==> src/rtl/match_controller_pkg.sv <==
// Shared encodings for the fighter game: match FSM states, winner codes,
// player animation states and frame-rate helpers.
package game_pkg;

    localparam logic [2:0] MS_IDLE       = 3'd0;
    localparam logic [2:0] MS_COUNTDOWN  = 3'd1;
    localparam logic [2:0] MS_FIGHT      = 3'd2;
    localparam logic [2:0] MS_KO         = 3'd3;
    localparam logic [2:0] MS_ROUND_END  = 3'd4;
    localparam logic [2:0] MS_MATCH_OVER = 3'd5;

    localparam logic [1:0] WIN_NONE = 2'd0;
    localparam logic [1:0] WIN_P1   = 2'd1;
    localparam logic [1:0] WIN_P2   = 2'd2;
    localparam logic [1:0] WIN_DRAW = 2'd3;

    localparam logic [3:0] PS_IDLE      = 4'd0;
    localparam logic [3:0] PS_FWD       = 4'd1;
    localparam logic [3:0] PS_BACK      = 4'd2;
    localparam logic [3:0] PS_ATK_START = 4'd3;
    localparam logic [3:0] PS_ATK_END   = 4'd4;
    localparam logic [3:0] PS_ATK_PULL  = 4'd5;

    localparam int FRAMES_PER_SEC = 60;

    typedef struct packed {
        logic [9:0] x1;
        logic [9:0] x2;
        logic [9:0] y1;
        logic [9:0] y2;
    } box_t;

    // Whole seconds left, rounded up, so the display reads 3-2-1 rather than 2-1-0.
    function automatic logic [1:0] frames_to_sec(input logic [7:0] frames);
        logic [8:0] secs;
        secs = ({1'b0, frames} + 9'(FRAMES_PER_SEC - 1)) / 9'(FRAMES_PER_SEC);
        return secs[1:0];
    endfunction

endpackage

==> src/rtl/match_controller_box_overlap.sv <==
// Combinational axis-aligned rectangle intersection with strict edges;
// degenerate (empty) boxes never intersect anything.
module box_overlap
    import game_pkg::*;
(
    input  logic [9:0] a_x1,
    input  logic [9:0] a_x2,
    input  logic [9:0] a_y1,
    input  logic [9:0] a_y2,
    input  logic [9:0] b_x1,
    input  logic [9:0] b_x2,
    input  logic [9:0] b_y1,
    input  logic [9:0] b_y2,
    output logic       hit
);

    box_t a;
    box_t b;
    logic a_empty;
    logic b_empty;

    assign a = '{x1: a_x1, x2: a_x2, y1: a_y1, y2: a_y2};
    assign b = '{x1: b_x1, x2: b_x2, y1: b_y1, y2: b_y2};

    assign a_empty = (a.x1 >= a.x2) || (a.y1 >= a.y2);
    assign b_empty = (b.x1 >= b.x2) || (b.y1 >= b.y2);

    assign hit = !a_empty && !b_empty &&
                 (a.x1 < b.x2) && (b.x1 < a.x2) &&
                 (a.y1 < b.y2) && (b.y1 < a.y2);

endmodule

==> src/rtl/match_controller.sv <==
// Combat referee and round sequencer: applies one hit per attack, tracks
// health and round wins, and runs countdown/fight/KO/round-end per frame.
module match_controller
    import game_pkg::*;
#(
    parameter int         MAX_HEALTH          = 100,
    parameter int         DAMAGE              = 10,
    parameter logic [3:0] ATTACK_ACTIVE_STATE = 4'd4,
    parameter int         COUNTDOWN_FRAMES    = 180,
    parameter int         KO_FRAMES           = 120,
    parameter int         ROUNDS_TO_WIN       = 2
) (
    input  logic       clk,
    input  logic       rst,
    input  logic       frame_tick,
    input  logic       start,
    input  logic [3:0] p1_state,
    input  logic [3:0] p2_state,
    input  logic [9:0] p1_hit_x1,
    input  logic [9:0] p1_hit_x2,
    input  logic [9:0] p1_hit_y1,
    input  logic [9:0] p1_hit_y2,
    input  logic [9:0] p2_hit_x1,
    input  logic [9:0] p2_hit_x2,
    input  logic [9:0] p2_hit_y1,
    input  logic [9:0] p2_hit_y2,
    input  logic [9:0] p1_hurt_x1,
    input  logic [9:0] p1_hurt_x2,
    input  logic [9:0] p1_hurt_y1,
    input  logic [9:0] p1_hurt_y2,
    input  logic [9:0] p2_hurt_x1,
    input  logic [9:0] p2_hurt_x2,
    input  logic [9:0] p2_hurt_y1,
    input  logic [9:0] p2_hurt_y2,
    output logic [7:0] health1,
    output logic [7:0] health2,
    output logic [1:0] wins1,
    output logic [1:0] wins2,
    output logic [2:0] match_state,
    output logic [1:0] winner,
    output logic       controls_enable,
    output logic       hit1_pulse,
    output logic       hit2_pulse,
    output logic [1:0] countdown_sec
);

    localparam logic [7:0] HEALTH_INIT = 8'(MAX_HEALTH);
    localparam logic [8:0] DAMAGE_9    = 9'(DAMAGE);
    localparam logic [7:0] CD_INIT     = 8'(COUNTDOWN_FRAMES);
    localparam logic [7:0] KO_INIT     = 8'(KO_FRAMES);
    localparam logic [1:0] WINS_NEEDED = 2'(ROUNDS_TO_WIN);

    function automatic logic [7:0] sat_sub(input logic [7:0] h);
        logic [8:0] diff;
        diff = {1'b0, h} - DAMAGE_9;
        return diff[8] ? 8'd0 : diff[7:0];
    endfunction

    function automatic logic [1:0] sat_inc(input logic [1:0] w);
        return (w == 2'd3) ? w : w + 2'd1;
    endfunction

    logic       ov1;
    logic       ov2;
    logic       atk1;
    logic       atk2;
    logic       land1;
    logic       land2;
    logic       new_round;

    logic [2:0] state_q,   state_d;
    logic [7:0] counter_q, counter_d;
    logic [7:0] health1_q, health1_d;
    logic [7:0] health2_q, health2_d;
    logic [1:0] wins1_q,   wins1_d;
    logic [1:0] wins2_q,   wins2_d;
    logic [1:0] winner_q,  winner_d;
    logic       latch1_q,  latch1_d;
    logic       latch2_q,  latch2_d;
    logic       ctrl_en_q, ctrl_en_d;
    logic       hit1_pulse_q, hit1_pulse_d;
    logic       hit2_pulse_q, hit2_pulse_d;

    box_overlap u_p1_strike (
        .a_x1(p1_hit_x1),  .a_x2(p1_hit_x2),  .a_y1(p1_hit_y1),  .a_y2(p1_hit_y2),
        .b_x1(p2_hurt_x1), .b_x2(p2_hurt_x2), .b_y1(p2_hurt_y1), .b_y2(p2_hurt_y2),
        .hit (ov1)
    );

    box_overlap u_p2_strike (
        .a_x1(p2_hit_x1),  .a_x2(p2_hit_x2),  .a_y1(p2_hit_y1),  .a_y2(p2_hit_y2),
        .b_x1(p1_hurt_x1), .b_x2(p1_hurt_x2), .b_y1(p1_hurt_y1), .b_y2(p1_hurt_y2),
        .hit (ov2)
    );

    assign atk1  = (p1_state == ATTACK_ACTIVE_STATE);
    assign atk2  = (p2_state == ATTACK_ACTIVE_STATE);
    assign land1 = atk1 && !latch1_q && ov1;
    assign land2 = atk2 && !latch2_q && ov2;

    always_comb begin
        state_d      = state_q;
        counter_d    = counter_q;
        health1_d    = health1_q;
        health2_d    = health2_q;
        wins1_d      = wins1_q;
        wins2_d      = wins2_q;
        winner_d     = winner_q;
        latch1_d     = latch1_q;
        latch2_d     = latch2_q;
        hit1_pulse_d = 1'b0;
        hit2_pulse_d = 1'b0;
        new_round    = 1'b0;

        if (frame_tick) begin
            // Leaving the active frame re-arms the attacker for its next swing.
            if (!atk1) latch1_d = 1'b0;
            if (!atk2) latch2_d = 1'b0;

            case (state_q)
                MS_IDLE, MS_MATCH_OVER: begin
                    if (start) begin
                        new_round = 1'b1;
                        wins1_d   = 2'd0;
                        wins2_d   = 2'd0;
                    end
                end
                MS_COUNTDOWN: begin
                    counter_d = counter_q - 8'd1;
                    if (counter_q <= 8'd1) begin
                        counter_d = 8'd0;
                        state_d   = MS_FIGHT;
                    end
                end
                MS_FIGHT: begin
                    if (land1) begin
                        health2_d    = sat_sub(health2_q);
                        hit1_pulse_d = 1'b1;
                        latch1_d     = 1'b1;
                    end
                    if (land2) begin
                        health1_d    = sat_sub(health1_q);
                        hit2_pulse_d = 1'b1;
                        latch2_d     = 1'b1;
                    end
                    if (health1_d == 8'd0 || health2_d == 8'd0) begin
                        state_d   = MS_KO;
                        counter_d = KO_INIT;
                        if (health1_d == 8'd0 && health2_d == 8'd0) begin
                            winner_d = WIN_DRAW;
                        end else if (health2_d == 8'd0) begin
                            winner_d = WIN_P1;
                            wins1_d  = sat_inc(wins1_q);
                        end else begin
                            winner_d = WIN_P2;
                            wins2_d  = sat_inc(wins2_q);
                        end
                    end
                end
                MS_KO: begin
                    counter_d = counter_q - 8'd1;
                    if (counter_q <= 8'd1) begin
                        counter_d = 8'd0;
                        state_d   = MS_ROUND_END;
                    end
                end
                MS_ROUND_END: begin
                    if (wins1_q >= WINS_NEEDED || wins2_q >= WINS_NEEDED) begin
                        state_d = MS_MATCH_OVER;
                    end else begin
                        new_round = 1'b1;
                    end
                end
                default: state_d = MS_IDLE;
            endcase

            if (new_round) begin
                state_d   = MS_COUNTDOWN;
                counter_d = CD_INIT;
                health1_d = HEALTH_INIT;
                health2_d = HEALTH_INIT;
                winner_d  = WIN_NONE;
                latch1_d  = 1'b0;
                latch2_d  = 1'b0;
            end
        end

        ctrl_en_d = (state_d == MS_FIGHT);
    end

    always_ff @(posedge clk or posedge rst) begin
        if (rst) begin
            state_q      <= MS_IDLE;
            counter_q    <= 8'd0;
            health1_q    <= HEALTH_INIT;
            health2_q    <= HEALTH_INIT;
            wins1_q      <= 2'd0;
            wins2_q      <= 2'd0;
            winner_q     <= WIN_NONE;
            latch1_q     <= 1'b0;
            latch2_q     <= 1'b0;
            ctrl_en_q    <= 1'b0;
            hit1_pulse_q <= 1'b0;
            hit2_pulse_q <= 1'b0;
        end else begin
            state_q      <= state_d;
            counter_q    <= counter_d;
            health1_q    <= health1_d;
            health2_q    <= health2_d;
            wins1_q      <= wins1_d;
            wins2_q      <= wins2_d;
            winner_q     <= winner_d;
            latch1_q     <= latch1_d;
            latch2_q     <= latch2_d;
            ctrl_en_q    <= ctrl_en_d;
            hit1_pulse_q <= hit1_pulse_d;
            hit2_pulse_q <= hit2_pulse_d;
        end
    end

    assign health1         = health1_q;
    assign health2         = health2_q;
    assign wins1           = wins1_q;
    assign wins2           = wins2_q;
    assign match_state     = state_q;
    assign winner          = winner_q;
    assign controls_enable = ctrl_en_q;
    assign hit1_pulse      = hit1_pulse_q;
    assign hit2_pulse      = hit2_pulse_q;
    assign countdown_sec   = (state_q == MS_COUNTDOWN) ? frames_to_sec(counter_q) : 2'd0;

endmodule

==> config.mk <==
export PLATFORM = sky130hd
export DESIGN_NAME = match_controller
export DESIGN_NICKNAME = d
export VERILOG_FILES = /design/src/rtl/match_controller_pkg.sv /design/src/rtl/match_controller_box_overlap.sv /design/src/rtl/match_controller.sv
export SDC_FILE = /design/constraint.sdc
export NUM_CORES = 1
export LEC_CHECK = 0
export ABC_CLOCK_PERIOD_IN_PS = 3850
export CAP_MARGIN = 30
export CORE_AREA = 2 2 132 108
export DETAILED_ROUTE_END_ITERATION = 8
export DIE_AREA = 0 0 134 110
export PLACE_DENSITY = 0.81
export SLEW_MARGIN = 10
export SYNTH_ARGS = -nofsm -noshare
export SYNTH_HDL_FRONTEND = slang
export SYNTH_HIERARCHICAL = 1
export SYNTH_SLANG_ARGS = --single-unit
==> constraint.sdc <==
create_clock -name clk -period 3.85 [get_ports clk]
set_clock_uncertainty 0.2 [all_clocks]
set_input_delay 0.77 -clock clk [delete_from_list [all_inputs] [get_ports clk]]
set_output_delay 0.77 -clock clk [all_outputs]
set_load 0.005 [all_outputs]
; Word-level counts from Yosys, hierarchy flattened
; Cells that the tools add are included.
[totals]
ff_bits = 38
out_inout_bits = 30
word_cells = 155
[classes]
add_sub_neg = 6
div = 1
order_cmp = 19
eq_ne = 18
muxes = 58
n_reduce_logical = 41
[op_table]
columns = cell, count
row1 = 8-bit 2-to-1 mux, 15
row2 = 10-bit >= comparator, 8
row3 = 10-bit less-than comparator, 8
row4 = 2-bit 2-to-1 mux, 15
row5 = 3-bit 2-to-1 mux, 6
row6 = "8-bit by 4-bit subtractor with 9-bit output, second input constant", 2
row7 = 1-bit 2-to-1 mux, 17
row8 = 8-bit zero test, 2
row9 = 8-bit case mux with 2 select lines, 1
row10 = 1-bit logical AND, 15
row11 = 3-bit case mux with 5 select lines, 1
row12 = "2-bit != test, second input constant", 7
row13 = 7-bit AND reduction, 2
row14 = "8-bit by 6-bit adder with 9-bit output, second input constant", 1
row15 = "9-bit by 6-bit divider with 9-bit output, second input constant", 1
row16 = "3-bit by 2-bit == test with 1-bit output, second input constant", 3
row17 = "4-bit by 3-bit == test with 1-bit output, second input constant", 2
row18 = "8-bit by 1-bit <= comparator with 1-bit output, second input constant", 1
row19 = 2-bit case mux with 2 select lines, 2
row20 = "8-bit by 1-bit subtractor with 8-bit output, second input constant", 1
row21 = "3-bit == test, second input constant", 2
row22 = 1-bit zero test, 6
row23 = 1-bit logical OR, 6
row24 = 3-bit AND reduction, 2
row25 = other kinds (11), 17

; Depth between registers and ports, before layout
[depth]
word_depth = 19
mapped_depth = 16
depth_no_buf = 15

; Cells and area by module
; Netlist, hierarchy kept.
[by_module_without_submodules]
columns = module, instances, cells_each, area_each_um2, seq_area_each_um2
row1 = box_overlap, 2, 220, 1726.7, 0.0
row2 = match_controller, 1, 338, 2846.5, 958.4

; Worst setup path before layout
; OpenSTA, ideal clock, no wires.
[synth_timing]
path_kind = input to register
from = in p1_hit_y2[9]
to = reg counter_q[5]
t_arrival_ns = 4.008
t_required_ns = 3.529
slack_ns = -0.479
cell_stages = 15
n_path_buf = 0
cell_sequence = inv_1 ha_1 a22o_1 a221oi_2 nand3_1 nor4b_2 o2111ai_1 nor4_2 nor2b_1 nand2_2 or3_4 a2111oi_2 a21oi_2 a311o_1 a22o_1
[synth_via]
elab_chain_len = 16
word_cells_on_any_way = 17
cone_classes = order compare: 2 / eq/ne: 1 / mux: 3 / reduce/logical: 11
[synth_lines]
columns = element, line_no
row1 = start: declaration, match_controller.sv:22  ; input logic [9:0] p1_hit_y2,
row2 = 10-bit >= comparator, match_controller_box_overlap.sv:25  ; assign a_empty = (a.x1 >= a.x2) || (a.y1 >= a.y2);
row3 = 1-bit logical OR, match_controller_box_overlap.sv:25
row4 = 1-bit zero test, match_controller_box_overlap.sv:28  ; assign hit = !a_empty && !b_empty &&
row5 = 1-bit logical AND (2 in a row), match_controller_box_overlap.sv:28
row6 = 1-bit logical AND (2 in a row), match_controller_box_overlap.sv:29  ; (a.x1 < b.x2) && (b.x1 < a.x2) &&
row7 = 1-bit logical AND *, match_controller_box_overlap.sv:30  ; (a.y1 < b.y2) && (b.y1 < a.y2);
row8 = named net ov1, match_controller.sv:63  ; logic ov1;
row9 = 1-bit logical AND *, match_controller.sv:98  ; assign land1 = atk1 && !latch1_q && ov1;
row10 = 8-bit 2-to-1 mux *, match_controller.sv:136  ; if (land1) begin
row11 = 8-bit 2-to-1 mux *, match_controller.sv:120  ; case (state_q)
row12 = 8-bit 2-to-1 mux *, match_controller.sv:115  ; if (frame_tick) begin
row13 = 8-bit zero test *, match_controller.sv:146  ; if (health1_d == 8'd0 || health2_d == 8'd0) begin
row14 = 1-bit logical OR *, match_controller.sv:146
row15 = 3-bit != test (no source line) *, -
row16 = 3-bit AND reduction (no source line) *, -
row17 = end signal: assignment, match_controller.sv:207  ; counter_q <= counter_d;
row18 = end: declaration, match_controller.sv:72  ; logic [7:0] counter_q, counter_d;
; The timed path passes the listed nets; every way through them passes the cells marked *. The select of a mux whose other input is x is not followed.
; A chain may end at the register's enable or synchronous reset.

; Worst setup path in the final report
[layout_timing]
from = in p2_hit_x1[1]
to = reg counter_q[3]
[layout_via]
elab_chain_len = 16
word_cells_on_any_way = 17
cone_classes = order compare: 2 / eq/ne: 1 / mux: 3 / reduce/logical: 11
[layout_lines]
columns = element, line_no
row1 = start: declaration, match_controller.sv:23  ; input logic [9:0] p2_hit_x1,
row2 = 10-bit >= comparator, match_controller_box_overlap.sv:25
row3 = 1-bit logical OR, match_controller_box_overlap.sv:25
row4 = 1-bit zero test, match_controller_box_overlap.sv:28
row5 = 1-bit logical AND, match_controller_box_overlap.sv:28
row6 = 1-bit logical AND *, match_controller_box_overlap.sv:28
row7 = 1-bit logical AND * (2 in a row), match_controller_box_overlap.sv:29
row8 = 1-bit logical AND *, match_controller_box_overlap.sv:30
row9 = named net ov2, match_controller.sv:64  ; logic ov2;
row10 = 1-bit logical AND *, match_controller.sv:99  ; assign land2 = atk2 && !latch2_q && ov2;
row11 = 8-bit 2-to-1 mux *, match_controller.sv:141  ; if (land2) begin
row12 = 8-bit 2-to-1 mux *, match_controller.sv:120
row13 = 8-bit 2-to-1 mux *, match_controller.sv:115
row14 = 8-bit zero test *, match_controller.sv:146
row15 = 1-bit logical OR *, match_controller.sv:146
row16 = 3-bit != test (no source line) *, -
row17 = 3-bit AND reduction (no source line) *, -
; Marks and branches as above.

==> summary.txt <==
GRT
  – Initial antenna violation count: 10
  – Overall routing resource usage: 33.2%
  – Vias in the first global route: 7843
  – Largest net degree at the start of global routing: 39
  – Overflow after GRT: 0
  – First-pass GRT wire length: 38800 um

Pwr
  – Switching Share: 39.5%
  – Cell Pwr Density: 219 nW/um^2
  – Worst VDD drop: 226 uV
  – Leakage: 4.98 nW
  – Sequential Power Share: between 20% and 30%
  – Clock share of power: between 10% and 20%
  – Logic pwr share: approximately 58%
  – Psw: between 0.9 and 1 mW
  – Internal Pwr Total: 1.44 mW

Synth
  – Largest cells by area after synthesis: ha_1 (32%), dfrtp_1 (13%), inv_1 (6.0%)
  – Avg Inst Size Synth: 8.10 um^2
  – Syn nets: 1110
  – Post-synth ARST share: 100%
  – Mapped Area: 6300 um^2
  – Top_reg_cell synth: dfrtp_1
  – Post-synth EDFFs: 0
  – Count of cell types in the netlist: 77
  – Post-synth top area share: 31.8%
  – Largest area contributor in the netlist: ha_1
  – Fraction of the yosys area taken by sequential cells: 15.2%
  – #FFs+latches synth: 38
  – Synth Instances: just under 800
  – Synth warnings: 6

Worst setup path
  – Reg2reg setup slack: roughly 0.9 ns
  – Family with the most delay on the worst path: compound AO/OA/AOI/OAI gates
  – Worst Path Required: 3.80 ns
  – Critical Path Source Type: input port
  – Path type of the worst setup path: input port to flip-flop
  – Crit path buffers/inverters: 2
  – Crit end category: flip-flop
  – FF-to-FF Start: health2[2]$_DFFE_PP1P_
  – Critical R2R Capture: counter_q[3]$_DFFE_PP0P_
  – CP arrival: 4.29 ns
  – CP Cell Sequence: dlygate4sd2_1 > ha_1 > a2111oi_2 > o21ai_1 > a21oi_2 > o2111ai_2 > nor4_4 > nand2b_1 > nor4_4 > mux2i_2 > o2111a_2 > a21oi_4 > buf_6 > a31oi_4 > o221ai_1
  – CP Max Fanout: 5
  – Max incr delay on CP: 0.44 ns
  – CP max stage cell: a2111oi_2
  – Worst Reg-to-Reg Cells: 10
  – Top cell by count, worst path: nor4_4

Final layout
  – Commonest non-fill, non-tap cell in the layout: buf_4
  – Seq. cell area: 958 um^2
  – Final Util: 81.3%
  – Synthesis-to-layout area growth: 72.4%
  – Multi-input gate area: 6220 um^2
  – Most frequent cells in the layout: buf_4 (115), ha_1 (95), clkdlybuf4s50_1 (86)
  – Final net count: approximately 1400
  – Final instance area: around 11000 um^2
  – Share of cells above drive strength 1: between 30% and 40%
  – Fillcell total: 737

Clock network
  – Number of clock sinks: 38
  – Clk slew on worst S/H paths: 0.06 ns
  – CTS Root Cell: clkbuf_16
  – CTS Buf Count: 5
  – CTS tree: yes
  – Longest Clk Path Bufs: 2
  – Clk_lat worst skew: 0.29 ns
  – H-tree Lvls: 2

Die
  – Die ar.: 14700 um^2
  – Core ar.: between 10000 and 15000 um^2
  – Floorplan row count: 38
  – Die Span Y: 110 um
  – Die X: roughly 130 um
  – Initial Utilization: 47.2%
  – IO Count: 202

Drt
  – 1st-iter DRT viols: approximately 650
  – Drt wl/cell: around 21 um
  – Avg Vias per Cell: 6.15
  – 1st-pass router iterations: 5
  – DRC: 0
  – Post-DRT Antenna Nets: 0
  – Via count: 7861
  – Drt total wl: about 27000 um

Placed design
  – PortBufs: around 200
  – Post-DP HPWL: 16900 um
  – Placed instance area: a little over 9000 um^2
  – Final RePlAce weighted congestion: 0.957

Timing
  – Worst hold margin: between 0.3 and 0.4 ns
  – RSZ-0062 raised after global routing: true
  – Final worst slack: -0.490 ns
  – Fmax achieved: 230 MHz
  – Minimum clock period: 4.34 ns
  – Worst-margin pin slew: slightly above 0.8 ns
  – Max Slew Vio Count: 0
  – Slew headroom: ~45%
  – Hold Vio Cnt, Final: 0
  – Final setup viols: 16
  – Tcrit/Tclk final: 113%

Outcome
  – Outcome: complete, but fails checks
  – Failing checks: setup timing

Worst hold path
  – Cells on Worst Hold Path: 2
  – Hold Crit Endpoint: health2[2]$_DFFE_PP1P_
  – Path category of the worst min-delay check: flip-flop to flip-flop
  – Min-Delay Startpoint: health2[2]$_DFFE_PP1P_

Flow run
  – Maximum Capacitance Violations: 0
==> state kept, by name (all words and copies together), names as in the netlist <==
signal,flops
match_state,3
winner,2
latch2_q,1
hit2_pulse,1
latch1_q,1
health1,8
controls_enable,1
hit1_pulse,1
wins2,2
wins1,2
health2,8
counter_q,8
==> kinds of logic (layout without fill, tap and decap cells) <==
group	after synthesis	count (layout)	synth area share, %
muxes	6	6	0.973
buffers and inverters	118	430	7.23
xor gates and xnor gates	5	5	0.993
DFF	38	38	15.2
other	0	9	0
and+or+nand+nor	233	233	20.9
adders and majority gates	160	160	31.8
AOI/OAI and AO/OA	218	218	22.9
==> how the worst max path moves through the flow <==
stage,start,to,slack (ns),cells after the start
CTS,p2_hurt_y2[9],counter_q[5]$_DFFE_PP0P_,-0.32,16
global placement,p1_hit_y1[9],counter_q[5]$_DFFE_PP0P_,-0.94,15
finish,p2_hit_x1[1],counter_q[3]$_DFFE_PP0P_,-0.49,15
floorplan,p1_hit_y1[9],counter_q[5]$_DFFE_PP0P_,-0.16,14
detailed placement,p2_hit_y1[9],counter_q[5]$_DFFE_PP0P_,-1.08,15
global route,p1_hurt_x2[1],counter_q[6]$_DFFE_PP0P_,-0.58,16
==> metal layers <==
metal | global-route usage (%) | share of wire, % | vias up
li1 | - | - | 3539
met2 | 61.2 | 48 | 499
met5 | 0 | 0.11 | -
met3 | 7.18 | 7.8 | 157
met4 | 17.4 | 6.7 | 4
met1 | 36.2 | 37 | 3662
==> timing repair <==
action	in CTS	in global routing
hold buffers	0	0
setup buffers	13	8
endpoints found under the setup margin	26	23
pin swaps	113	62
gates resized for setup	308	135
==> final cells by class <==
type / instances / share of cell area, %
clock buffer: 8 / 1.53
inverter: 102 / 3.66
antenna: 9 / 0.207
timing repair buffer: 320 / 26.4
sequential: 38 / 8.83
tap: 180 / 2.07
multi-input combinational: 622 / 57.3
==> cells in the mapped netlist (all sizes together), types with 14 or more instances <==
cell,instances
nand2,33
dfrtp,32
nor2,47
nand3,42
a21oi,67
nor3,16
nand2b,21
ha,160
o21ai,44
nand4,21
inv,101
nor4,14
==> worst min-delay path, delay by kind of cell, from the launching register on <==
| family | cells | cell delay, ns |
|---|---|---|
| DFF | 1 | 0.38 |
| buffers and inverters | 1 | 0.07 |
| AOI/OAI and AO/OA | 1 | 0.06 |
==> through the flow <==
stage	setup TNS [ns]	cells	total power, mW	worst slack (ns)
floorplan	-0.607	778	1.10	-0.156
global placement	-17.45	1242	1.56	-0.943
detailed placement	-20.93	1242	1.59	-1.08
CTS	-3.17	1263	2.20	-0.319
global route	-8.09	1277	2.50	-0.583
finish	-6.42	1279	2.38	-0.490
==> power by group through the flow <==
| stage | combinational [mW] | sequential [mW] | clock, mW |
|---|---|---|---|
| after CTS | 1.21 | 0.527 | 0.462 |
| after global placement | 1.03 | 0.529 | 0 |
| after detailed placement | 1.06 | 0.532 | 0 |
| after global routing | 1.48 | 0.538 | 0.479 |
| after floorplan | 0.588 | 0.507 | 0 |
| final | 1.38 | 0.534 | 0.459 |
No activity file was read; power rests on OpenSTA's default activity.
